--- src/rtl/chess_game_controller_if.sv ---
// Command/completion bus between the game sequencer (master) and the board datapath (slave).
interface chess_game_controller_if;
    localparam int unsigned COORD_W = 3;
    localparam int unsigned PIECE_W = 4;

    logic               dp_initialize_board;
    logic               dp_move_piece;
    logic [COORD_W-1:0] dp_origin_x;
    logic [COORD_W-1:0] dp_origin_y;
    logic [COORD_W-1:0] dp_dest_x;
    logic [COORD_W-1:0] dp_dest_y;
    logic [PIECE_W-1:0] dp_piece;
    logic               dp_initialize_complete;
    logic               dp_move_complete;

    modport master (
        output dp_initialize_board, dp_move_piece,
        output dp_origin_x, dp_origin_y, dp_dest_x, dp_dest_y, dp_piece,
        input  dp_initialize_complete, dp_move_complete
    );

    modport slave (
        input  dp_initialize_board, dp_move_piece,
        input  dp_origin_x, dp_origin_y, dp_dest_x, dp_dest_y, dp_piece,
        output dp_initialize_complete, dp_move_complete
    );
endinterface

--- src/rtl/chess_game_controller.sv ---
// Chess game sequencer: board init, turn/colour-checked move forwarding, datapath watchdog.
// Optional macro TURN_ENFORCE_EN enables turn alternation and the piece colour check.
module chess_game_controller #(
    parameter logic [15:0] TIMEOUT = 16'd4095
) (
    input  logic       clk,
    input  logic       reset,
    input  logic       start,
    input  logic       req_w,
    input  logic       req_b,
    input  logic [2:0] w_origin_x,
    input  logic [2:0] w_origin_y,
    input  logic [2:0] w_dest_x,
    input  logic [2:0] w_dest_y,
    input  logic [2:0] b_origin_x,
    input  logic [2:0] b_origin_y,
    input  logic [2:0] b_dest_x,
    input  logic [2:0] b_dest_y,
    input  logic [3:0] w_piece,
    input  logic [3:0] b_piece,
    chess_game_controller_if.master dp,
    output logic       ack_w,
    output logic       ack_b,
    output logic       reject_w,
    output logic       reject_b,
    output logic       turn,
    output logic       ready,
    output logic       fault,
    output logic [7:0] move_count
);
    localparam int unsigned COORD_W = 3;
    localparam int unsigned PIECE_W = 4;
    localparam int unsigned CNT_W   = 8;
    localparam int unsigned WD_W    = 16;

    typedef enum logic [2:0] {
        S_IDLE, S_INIT_REQ, S_INIT_WAIT, S_READY,
        S_MOVE_REQ, S_MOVE_WAIT, S_ACK, S_FAULT
    } state_t;

    state_t state_q, state_d;

    logic               init_q, init_d;
    logic               move_q, move_d;
    logic               ack_w_q, ack_w_d;
    logic               ack_b_q, ack_b_d;
    logic               rej_w_q, rej_w_d;
    logic               rej_b_q, rej_b_d;
    logic               turn_q, turn_d;
    logic               ready_q, ready_d;
    logic               fault_q, fault_d;
    logic               who_q, who_d;
    logic [CNT_W-1:0]   cnt_q, cnt_d;
    logic [WD_W-1:0]    wd_q, wd_d;
    logic [COORD_W-1:0] ox_q, ox_d, oy_q, oy_d, dx_q, dx_d, dy_q, dy_d;
    logic [PIECE_W-1:0] piece_q, piece_d;

    logic w_colour_ok, b_colour_ok, w_valid, b_valid;
    logic in_ready, take_w, take_b, wd_expire;

    // Request legality and arbitration
    always_comb begin
`ifdef TURN_ENFORCE_EN
        w_colour_ok = (w_piece >= 4'd7) && (w_piece <= 4'd12);
        b_colour_ok = (b_piece >= 4'd1) && (b_piece <= 4'd6);
`else
        w_colour_ok = (w_piece != '0);
        b_colour_ok = (b_piece != '0);
`endif
        w_valid  = w_colour_ok && ({w_origin_x, w_origin_y} != {w_dest_x, w_dest_y});
        b_valid  = b_colour_ok && ({b_origin_x, b_origin_y} != {b_dest_x, b_dest_y});
        in_ready = (state_q == S_READY) && !start;
`ifdef TURN_ENFORCE_EN
        take_w = in_ready && req_w && !turn_q && w_valid;
        take_b = in_ready && req_b && turn_q && b_valid;
`else
        take_w = in_ready && req_w && w_valid;
        take_b = in_ready && req_b && !req_w && b_valid;
`endif
        wd_expire = ((wd_q + 16'd1) == TIMEOUT);
    end

    // State register
    always_ff @(posedge clk) begin
        if (reset) state_q <= S_IDLE;
        else       state_q <= state_d;
    end

    // Next-state logic
    always_comb begin
        state_d = state_q;
        case (state_q)
            S_IDLE:      if (start) state_d = S_INIT_REQ;
            S_INIT_REQ:  state_d = S_INIT_WAIT;
            S_INIT_WAIT: begin
                if (dp.dp_initialize_complete) state_d = S_READY;
                else if (wd_expire)            state_d = S_FAULT;
            end
            S_READY: begin
                if (start)                 state_d = S_INIT_REQ;
                else if (take_w || take_b) state_d = S_MOVE_REQ;
            end
            S_MOVE_REQ:  state_d = S_MOVE_WAIT;
            S_MOVE_WAIT: begin
                if (dp.dp_move_complete) state_d = S_ACK;
                else if (wd_expire)      state_d = S_FAULT;
            end
            S_ACK:       state_d = S_READY;
            S_FAULT:     if (start) state_d = S_INIT_REQ;
            default:     state_d = S_IDLE;
        endcase
    end

    // Output / datapath register next values
    always_comb begin
        init_d  = (state_d == S_INIT_REQ);
        move_d  = (state_d == S_MOVE_REQ);
        ready_d = (state_d == S_READY);
        fault_d = (state_d == S_FAULT);
        ack_w_d = (state_d == S_ACK) && !who_q;
        ack_b_d = (state_d == S_ACK) && who_q;
        rej_w_d = req_w && !take_w;
        rej_b_d = req_b && !take_b;
        turn_d  = turn_q;
        cnt_d   = cnt_q;
        who_d   = who_q;
        ox_d    = ox_q;
        oy_d    = oy_q;
        dx_d    = dx_q;
        dy_d    = dy_q;
        piece_d = piece_q;
        wd_d    = '0;

        // Watchdog runs only while dwelling in a wait state; entry clears it
        if ((state_q == S_INIT_WAIT || state_q == S_MOVE_WAIT) && (state_d == state_q))
            wd_d = wd_q + 16'd1;

        if (take_w) begin
            who_d   = 1'b0;
            ox_d    = w_origin_x;
            oy_d    = w_origin_y;
            dx_d    = w_dest_x;
            dy_d    = w_dest_y;
            piece_d = w_piece;
        end else if (take_b) begin
            who_d   = 1'b1;
            ox_d    = b_origin_x;
            oy_d    = b_origin_y;
            dx_d    = b_dest_x;
            dy_d    = b_dest_y;
            piece_d = b_piece;
        end

        if (state_d == S_INIT_REQ) begin
            turn_d = 1'b0;
            cnt_d  = '0;
        end else if (state_q == S_ACK) begin
`ifdef TURN_ENFORCE_EN
            turn_d = !turn_q;
`endif
            if (cnt_q != 8'hFF) cnt_d = cnt_q + 8'd1;
        end
    end

    always_ff @(posedge clk) begin
        if (reset) begin
            init_q  <= 1'b0;
            move_q  <= 1'b0;
            ack_w_q <= 1'b0;
            ack_b_q <= 1'b0;
            rej_w_q <= 1'b0;
            rej_b_q <= 1'b0;
            turn_q  <= 1'b0;
            ready_q <= 1'b0;
            fault_q <= 1'b0;
            who_q   <= 1'b0;
            cnt_q   <= '0;
            wd_q    <= '0;
            ox_q    <= '0;
            oy_q    <= '0;
            dx_q    <= '0;
            dy_q    <= '0;
            piece_q <= '0;
        end else begin
            init_q  <= init_d;
            move_q  <= move_d;
            ack_w_q <= ack_w_d;
            ack_b_q <= ack_b_d;
            rej_w_q <= rej_w_d;
            rej_b_q <= rej_b_d;
            turn_q  <= turn_d;
            ready_q <= ready_d;
            fault_q <= fault_d;
            who_q   <= who_d;
            cnt_q   <= cnt_d;
            wd_q    <= wd_d;
            ox_q    <= ox_d;
            oy_q    <= oy_d;
            dx_q    <= dx_d;
            dy_q    <= dy_d;
            piece_q <= piece_d;
        end
    end

    assign dp.dp_initialize_board = init_q;
    assign dp.dp_move_piece       = move_q;
    assign dp.dp_origin_x         = ox_q;
    assign dp.dp_origin_y         = oy_q;
    assign dp.dp_dest_x           = dx_q;
    assign dp.dp_dest_y           = dy_q;
    assign dp.dp_piece            = piece_q;

    assign ack_w      = ack_w_q;
    assign ack_b      = ack_b_q;
    assign reject_w   = rej_w_q;
    assign reject_b   = rej_b_q;
    assign turn       = turn_q;
    assign ready      = ready_q;
    assign fault      = fault_q;
    assign move_count = cnt_q;
endmodule

--- src/flat_wrapper.sv ---
// flat-port wrapper written by rule: the top's interface ports become plain ports
module chess_game_controller_flat 
#(
    parameter logic [15:0] TIMEOUT = 16'd4095
)
  (clk, reset, start, req_w, req_b, w_origin_x, w_origin_y, w_dest_x, w_dest_y, b_origin_x, b_origin_y, b_dest_x, b_dest_y, w_piece, b_piece, ack_w, ack_b, reject_w, reject_b, turn, ready, fault, move_count, dp_dp_initialize_board, dp_dp_move_piece, dp_dp_origin_x, dp_dp_origin_y, dp_dp_dest_x, dp_dp_dest_y, dp_dp_piece, dp_dp_initialize_complete, dp_dp_move_complete);
  chess_game_controller_if dp_i ();
  input  logic clk;
  input  logic reset;
  input  logic start;
  input  logic req_w;
  input  logic req_b;
  input  logic [2:0] w_origin_x;
  input  logic [2:0] w_origin_y;
  input  logic [2:0] w_dest_x;
  input  logic [2:0] w_dest_y;
  input  logic [2:0] b_origin_x;
  input  logic [2:0] b_origin_y;
  input  logic [2:0] b_dest_x;
  input  logic [2:0] b_dest_y;
  input  logic [3:0] w_piece;
  input  logic [3:0] b_piece;
  output logic ack_w;
  output logic ack_b;
  output logic reject_w;
  output logic reject_b;
  output logic turn;
  output logic ready;
  output logic fault;
  output logic [7:0] move_count;
  output wire logic [$bits(dp_i.dp_initialize_board)-1:0] dp_dp_initialize_board;
  output wire logic [$bits(dp_i.dp_move_piece)-1:0] dp_dp_move_piece;
  output wire logic [$bits(dp_i.dp_origin_x)-1:0] dp_dp_origin_x;
  output wire logic [$bits(dp_i.dp_origin_y)-1:0] dp_dp_origin_y;
  output wire logic [$bits(dp_i.dp_dest_x)-1:0] dp_dp_dest_x;
  output wire logic [$bits(dp_i.dp_dest_y)-1:0] dp_dp_dest_y;
  output wire logic [$bits(dp_i.dp_piece)-1:0] dp_dp_piece;
  input wire logic [$bits(dp_i.dp_initialize_complete)-1:0] dp_dp_initialize_complete;
  input wire logic [$bits(dp_i.dp_move_complete)-1:0] dp_dp_move_complete;
  assign dp_dp_initialize_board = dp_i.dp_initialize_board;
  assign dp_dp_move_piece = dp_i.dp_move_piece;
  assign dp_dp_origin_x = dp_i.dp_origin_x;
  assign dp_dp_origin_y = dp_i.dp_origin_y;
  assign dp_dp_dest_x = dp_i.dp_dest_x;
  assign dp_dp_dest_y = dp_i.dp_dest_y;
  assign dp_dp_piece = dp_i.dp_piece;
  assign dp_i.dp_initialize_complete = dp_dp_initialize_complete;
  assign dp_i.dp_move_complete = dp_dp_move_complete;
  chess_game_controller #(.TIMEOUT(TIMEOUT)) u_core (.clk(clk), .reset(reset), .start(start), .req_w(req_w), .req_b(req_b), .w_origin_x(w_origin_x), .w_origin_y(w_origin_y), .w_dest_x(w_dest_x), .w_dest_y(w_dest_y), .b_origin_x(b_origin_x), .b_origin_y(b_origin_y), .b_dest_x(b_dest_x), .b_dest_y(b_dest_y), .w_piece(w_piece), .b_piece(b_piece), .dp(dp_i), .ack_w(ack_w), .ack_b(ack_b), .reject_w(reject_w), .reject_b(reject_b), .turn(turn), .ready(ready), .fault(fault), .move_count(move_count));
endmodule
--- config.mk ---
export PLATFORM = sky130hd
export DESIGN_NAME = chess_game_controller_flat
export DESIGN_NICKNAME = d
export VERILOG_FILES = /design/src/rtl/chess_game_controller_if.sv /design/src/rtl/chess_game_controller.sv /design/src/flat_wrapper.sv
export SDC_FILE = /design/constraint.sdc
export NUM_CORES = 1
export LEC_CHECK = 0
export ABC_AREA = 1
export CORE_MARGIN = 4
export CORE_UTILIZATION = 35
export DETAILED_ROUTE_END_ITERATION = 12
export PLACE_DENSITY_LB_ADDON = 0.08
export SYNTH_ARGS = -nofsm -noshare
export SYNTH_HDL_FRONTEND = slang
export SYNTH_SLANG_ARGS = --single-unit
--- constraint.sdc ---
create_clock -name clk -period 4.02 [get_ports clk]
set_input_delay 0.402 -clock clk [delete_from_list [all_inputs] [get_ports clk]]
set_output_delay 0.402 -clock clk [all_outputs]
set_load 0.1 [all_outputs]
[Word level (Yosys, flattened, before mapping)]
Cells that the tools add are included.
Cells by class
  add/sub/neg operators: 2
  equal/unequal tests: 17
  bitwise operators: 1
  reduce and logical (&&, ||, !) cells: 29
  mux-type cells: 17
Operators by type and width (number)
  $mux W3: 14
  $eq A3 B3 Y1 const B: 7
  $pmux W3 S7: 1
  $add A16 B1 Y16 const B: 1
  $eq A16 B12 Y1 const B: 1
  $logic_and A1 B1 Y1: 13
  $ne A6 B6 Y1: 2
  $eq A3 B2 Y1 const B: 3
  $add A8 B1 Y8 const B: 1
  $mux W4: 2
  $ne A8 B8 Y1 const B: 1
  $reduce_bool A4 Y1: 2
  $reduce_or A2 Y1: 4
  $eq A3 B1 Y1 const B: 2
  $logic_not A1 Y1: 5
  $eq A3 B3 Y1: 1
  $logic_not A3 Y1: 1
  $logic_or A1 B1 Y1: 2
  $reduce_and A2 Y1: 1
  $reduce_bool A2 Y1: 1
  $not A1 Y1: 1
Storage, ports and cells
  bits of input ports: 39
  output and inout bits: 33
  register bits: 52

[Logic depth before layout (Yosys ltp)]
  depth after elaboration: 13
  depth in mapped cells: 19
  mapped depth without buffers: 18

[Worst setup path after synthesis]
Ideal clock, no wire load.
  kind: register -> register
  start point: reg u_core.cnt_q[0] (netlist: u_core.move_count[0])
  end point: reg u_core.cnt_q[7] (netlist: u_core.move_count[7])
  path slack: 1531 ps
  buffers on the path: 1
  stages on the path, launching flop included: 12
  data required time: 3902 ps
  data arrival time: 2371 ps
  clock period less this slack: 2489 ps
  cells stage by stage: dfxtp_1 -> ha_1 -> nand3_1 -> nor2_1 -> nand3_1 -> and2_1 -> clkbuf_1 -> nand4_1 -> nor2_1 -> nand3_1 -> xor2_1 -> nor2_1
On the way
  cells in the longest elaborated chain, start to end: 2
Ends and longest elaborated chain
  start: declaration: line chess_game_controller.sv:53  | logic [CNT_W-1:0] cnt_q, cnt_d;
  start signal: assignment: line chess_game_controller.sv:195  | cnt_q <= cnt_d;
  branches (longest 2 deep; another with $add A8 B1 Y8)
Parallel ways; which one is timed is not known.
A chain may end at the register's enable or synchronous reset.

[Worst setup path after layout]
  start point: in w_dest_y[0]
  end point: reg u_core.wd_q[6]
On the way
  cells in the longest elaborated chain, start to end: 11
Ends and longest elaborated chain
  start: declaration: line flat_wrapper.sv:16  | input logic [2:0] w_dest_y;
  $ne A6 B6 Y1: line chess_game_controller.sv:70  | w_valid = w_colour_ok && ({w_origin_x, w_origin_y} != {w_dest_x, w_dest_y});
  $logic_and A1 B1 Y1: line chess_game_controller.sv:70
  $logic_and A1 B1 Y1: line chess_game_controller.sv:77  | take_w = in_ready && req_w && w_valid;
  $logic_or A1 B1 Y1: line chess_game_controller.sv:101  | else if (take_w || take_b) state_d = S_MOVE_REQ;
  $mux W3: line chess_game_controller.sv:101
  $mux W3: line chess_game_controller.sv:100  | if (start) state_d = S_INIT_REQ;
  $pmux W3 S7: line chess_game_controller.sv:92  | case (state_q)
  $eq A3 B3 Y1: line chess_game_controller.sv:135  | if ((state_q == S_INIT_WAIT || state_q == S_MOVE_WAIT) && (state_d == state_q))
  $logic_and A1 B1 Y1: line chess_game_controller.sv:135
  $not A1 Y1 (no source line)
  $reduce_or A2 Y1 (no source line)
  end signal: assignment: line chess_game_controller.sv:196  | wd_q <= wd_d;
  end: declaration: line chess_game_controller.sv:54  | logic [WD_W-1:0] wd_q, wd_d;
Every way passes these cells.

==> metrics.cfg <==
[timing]
max_slew_margin=0.323
setup_slack_ns=1.61
fin_crit_sh=0.599
fmax_ghz=0.415
setup-violations-final=0
fin_setup_tns_ns=0
hold_viol=0
worst_slew_pin_slew_ns=1.01
skew_ns=0.00843
drv_slew=0
period_needed_ns=2.41
rsz0062_at_grt=no

[setup_path]
worstSetupStartpointType=input port
crit_family=simple AND/OR/NAND/NOR gates
crit_path_end_kind=flip-flop
cp_cell_sequence=clkdlybuf4s50_1 -> or2_2 -> a21oi_1 -> nand3_1 -> nand2_1 -> nand2_4 -> inv_4 -> nand2_1 -> nand2_1 -> clkinv_2 -> nand2_4 -> a21oi_4 -> nand2_4 -> nor2_1
crit_type=input port to flip-flop
path_max_fanout=25
crit_slowest_cell=clkdlybuf4s50_1
worst-path-buf-inv=3
cp.required_ns=4.21
cp.arrival_ns=2.60
critPathMaxStageDelay_ns=0.43

[placed_design]
pre_cts_slack_ns=1.26
portBuffers=70
place_congestion=0.805
dp_hpwl_um=5460

[synth]
yosysTopAreaCell=dfxtp_1
syn_nets=452
synth_top_family_by_area=simple AND/OR/NAND/NOR gates
synth-edff-count=0
ys_ff_latch=52
yosys_warnings=0
synthSimpleGateAreaFrac=0.365
synthAdderAreaFrac=0.0132
synth_compound_area_frac=0.114
synthMuxAreaShare=0.00352
synthFlopType=dfxtp_1
synth_largest_type_area_fraction=0.366
synthArstFlopShare=0
syn_inst=410
yosysSeqAreaShare=0.366
synth_area_leaders=dfxtp_1 (37%), nand2_1 (11%), nor2_1 (8.2%)
netlist_area_um2=2850
synth_cell_types=40
synthXorXnorAreaFrac=0.0462
avgSynthCellArea_um2=6.94

[die]
io_pins=72
std_cell_rows=32
initial_core_util=0.364
core_um2=7810
fp.dieArea_um2=9640
die_h_um=98.2
fp.dieW_um=98.2

[cts]
clk_latency_ns=0.30
cts_root_buffer=clkbuf_8
cts_tree=done
numClockSinks=52
clk_path_buf_depth=2
cts-htree-levels=2
ctsHoldBuffers=0
clkTransAtPathRegs_ns=0.10
post_cts.repair.setup_buffers=0
cts.repair.resized=0
numCtsBuffers=5

[drt]
drt-initial-drc-count=85
detail-route-antenna-nets=0
drc=0
routed-via-count=2662
postRouteWirelength_um=6840
drtPass1Iterations=4
wl_per_cell_um=11.8
vias_per_cell=4.58

[pwr]
p_sw_frac=0.277
p_sw_uw=308
p_leak_uw=0.00138
power.total_uw=1110
p_int_uw=802
power_density_nw_per_um2=296
ir_drop_v=0.000205
pwr-share-seq=0.480
p_comb_frac=0.181
pwr-share-clk=0.340

[layout]
final_common_cell=nand2_1
multiInputGateArea_um2=1550
final_cell_mix=nand2_1 (85), clkdlybuf4s50_1 (70), nor2_1 (62)
fillerInstances=807
syn_to_final_growth_pct=31.7
seq_area_um2=1040
diodes=0
drive_gt1_frac=0.0939
nets=520

[run_status]
status=finished, final reports clean

[global_route]
grtUsageTotal=0.144
grt_first_pass_wirelength_um=11600
met2_usage=0.232
grt_pass1_vias=2556
gr-usage-met1=0.189
grt_overflow=0
grt.busiest_layer=met2
grt_use_met3=0.0407
antenna_found_initial=0
grt_max_degree=28

[run]
cap_violations=0

[hold_path]
hold_class=flip-flop to flip-flop

[synth_stat cells, drive strengths merged (2+ instances only)]
cell type	number
or2	2
nand4	9
a21oi	24
o211ai	5
ha	3
nor3	8
xor2	11
clkbuf	7
dfxtp	52
nand2	96
o21bai	4
buf	4
and3	2
o21ai	20
nand3	24
nor2	77
inv	50
xnor2	4
[power by group through the flow]
stage          Combinational (uW)  Sequential (uW)  Clock, uW
3_5_place_dp                  201              544          0
3_3_place_gp                  202              544          0
5_1_grt                       217              534        409
6_report                      200              532        377
4_1_cts                       201              532        389
2_1_floorplan                88.6              586          0
[final cells by class]
| cell class | count | share of cell area |
|---|---|---|
| Clock buffer | 6 | 0.0220 |
| Tap cell | 102 | 0.0341 |
| Multi-Input combinational cell | 296 | 0.412 |
| Inverter | 51 | 0.0521 |
| Timing Repair Buffer | 72 | 0.191 |
| Sequential cell | 52 | 0.278 |
| Clock inverter | 2 | 0.0104 |
[worst reg2reg max path: stages (launching register included)]
cell and delay, ns:
dfxtp_1 0.41, ha_1 0.26, nand2_1 0.11, nor2_2 0.15
nand4_1 0.10, nand2_1 0.18, nand3_1 0.09, nor2_1 0.11
nand3_1 0.12, nand2_1 0.08, nand2_1 0.08, nand2_2 0.09
nand2_1 0.05, nand2_1 0.07, inv_2 0.04, nand2_4 0.26
nor2_1 0.07
[stage by stage]
step	utilization	cell area [um2]	std cells	hold WS [ns]
finish	0.480	3750	581	0.433
global placement	0.464	3620	573	0.416
floorplan	-	2850	410	0.401
CTS	0.480	3750	581	0.433
global route	0.480	3750	581	0.460
detailed placement	0.464	3620	573	0.420
[flip-flops by register name, summed over array words and instances (netlist names), 3 cells and up]
signal	cells
u_core.dp.dp_origin_x	3
u_core.dp.dp_origin_y	3
u_core.dp.dp_piece	4
u_core.move_count	8
u_core.wd_q	16
u_core.state_q	3
u_core.dp.dp_dest_x	3
u_core.dp.dp_dest_y	3
[path summary, 6_finish.rpt]
| path | startpoint | end | slack [ns] | cells past startpoint |
|---|---|---|---|---|
| setup / recovery | w_dest_y[0] | u_core.wd_q[6] | 1.61 | 14 |
| hold / removal | u_core.who_q | u_core.ack_w | 0.43 | 1 |
| hold reg to reg | u_core.who_q | u_core.ack_w | 0.43 | 1 |
| setup reg to reg | u_core.wd_q[0] | u_core.wd_q[6] | 1.63 | 16 |
[logic make-up after synthesis]
group,count (synthesis)
compound gates,56
xor+xnor,15
fa+ha+maj,3
buf+inv,62
flops,52
mux,1
other cells,1
simple gates,220
[routing by layer]
layer,wire length [um],share of wire
met4,81,0.012
met5,0,0
met1,3350,0.49
met2,3060,0.45
met3,346,0.051
(Power assumes the default switching activity.)
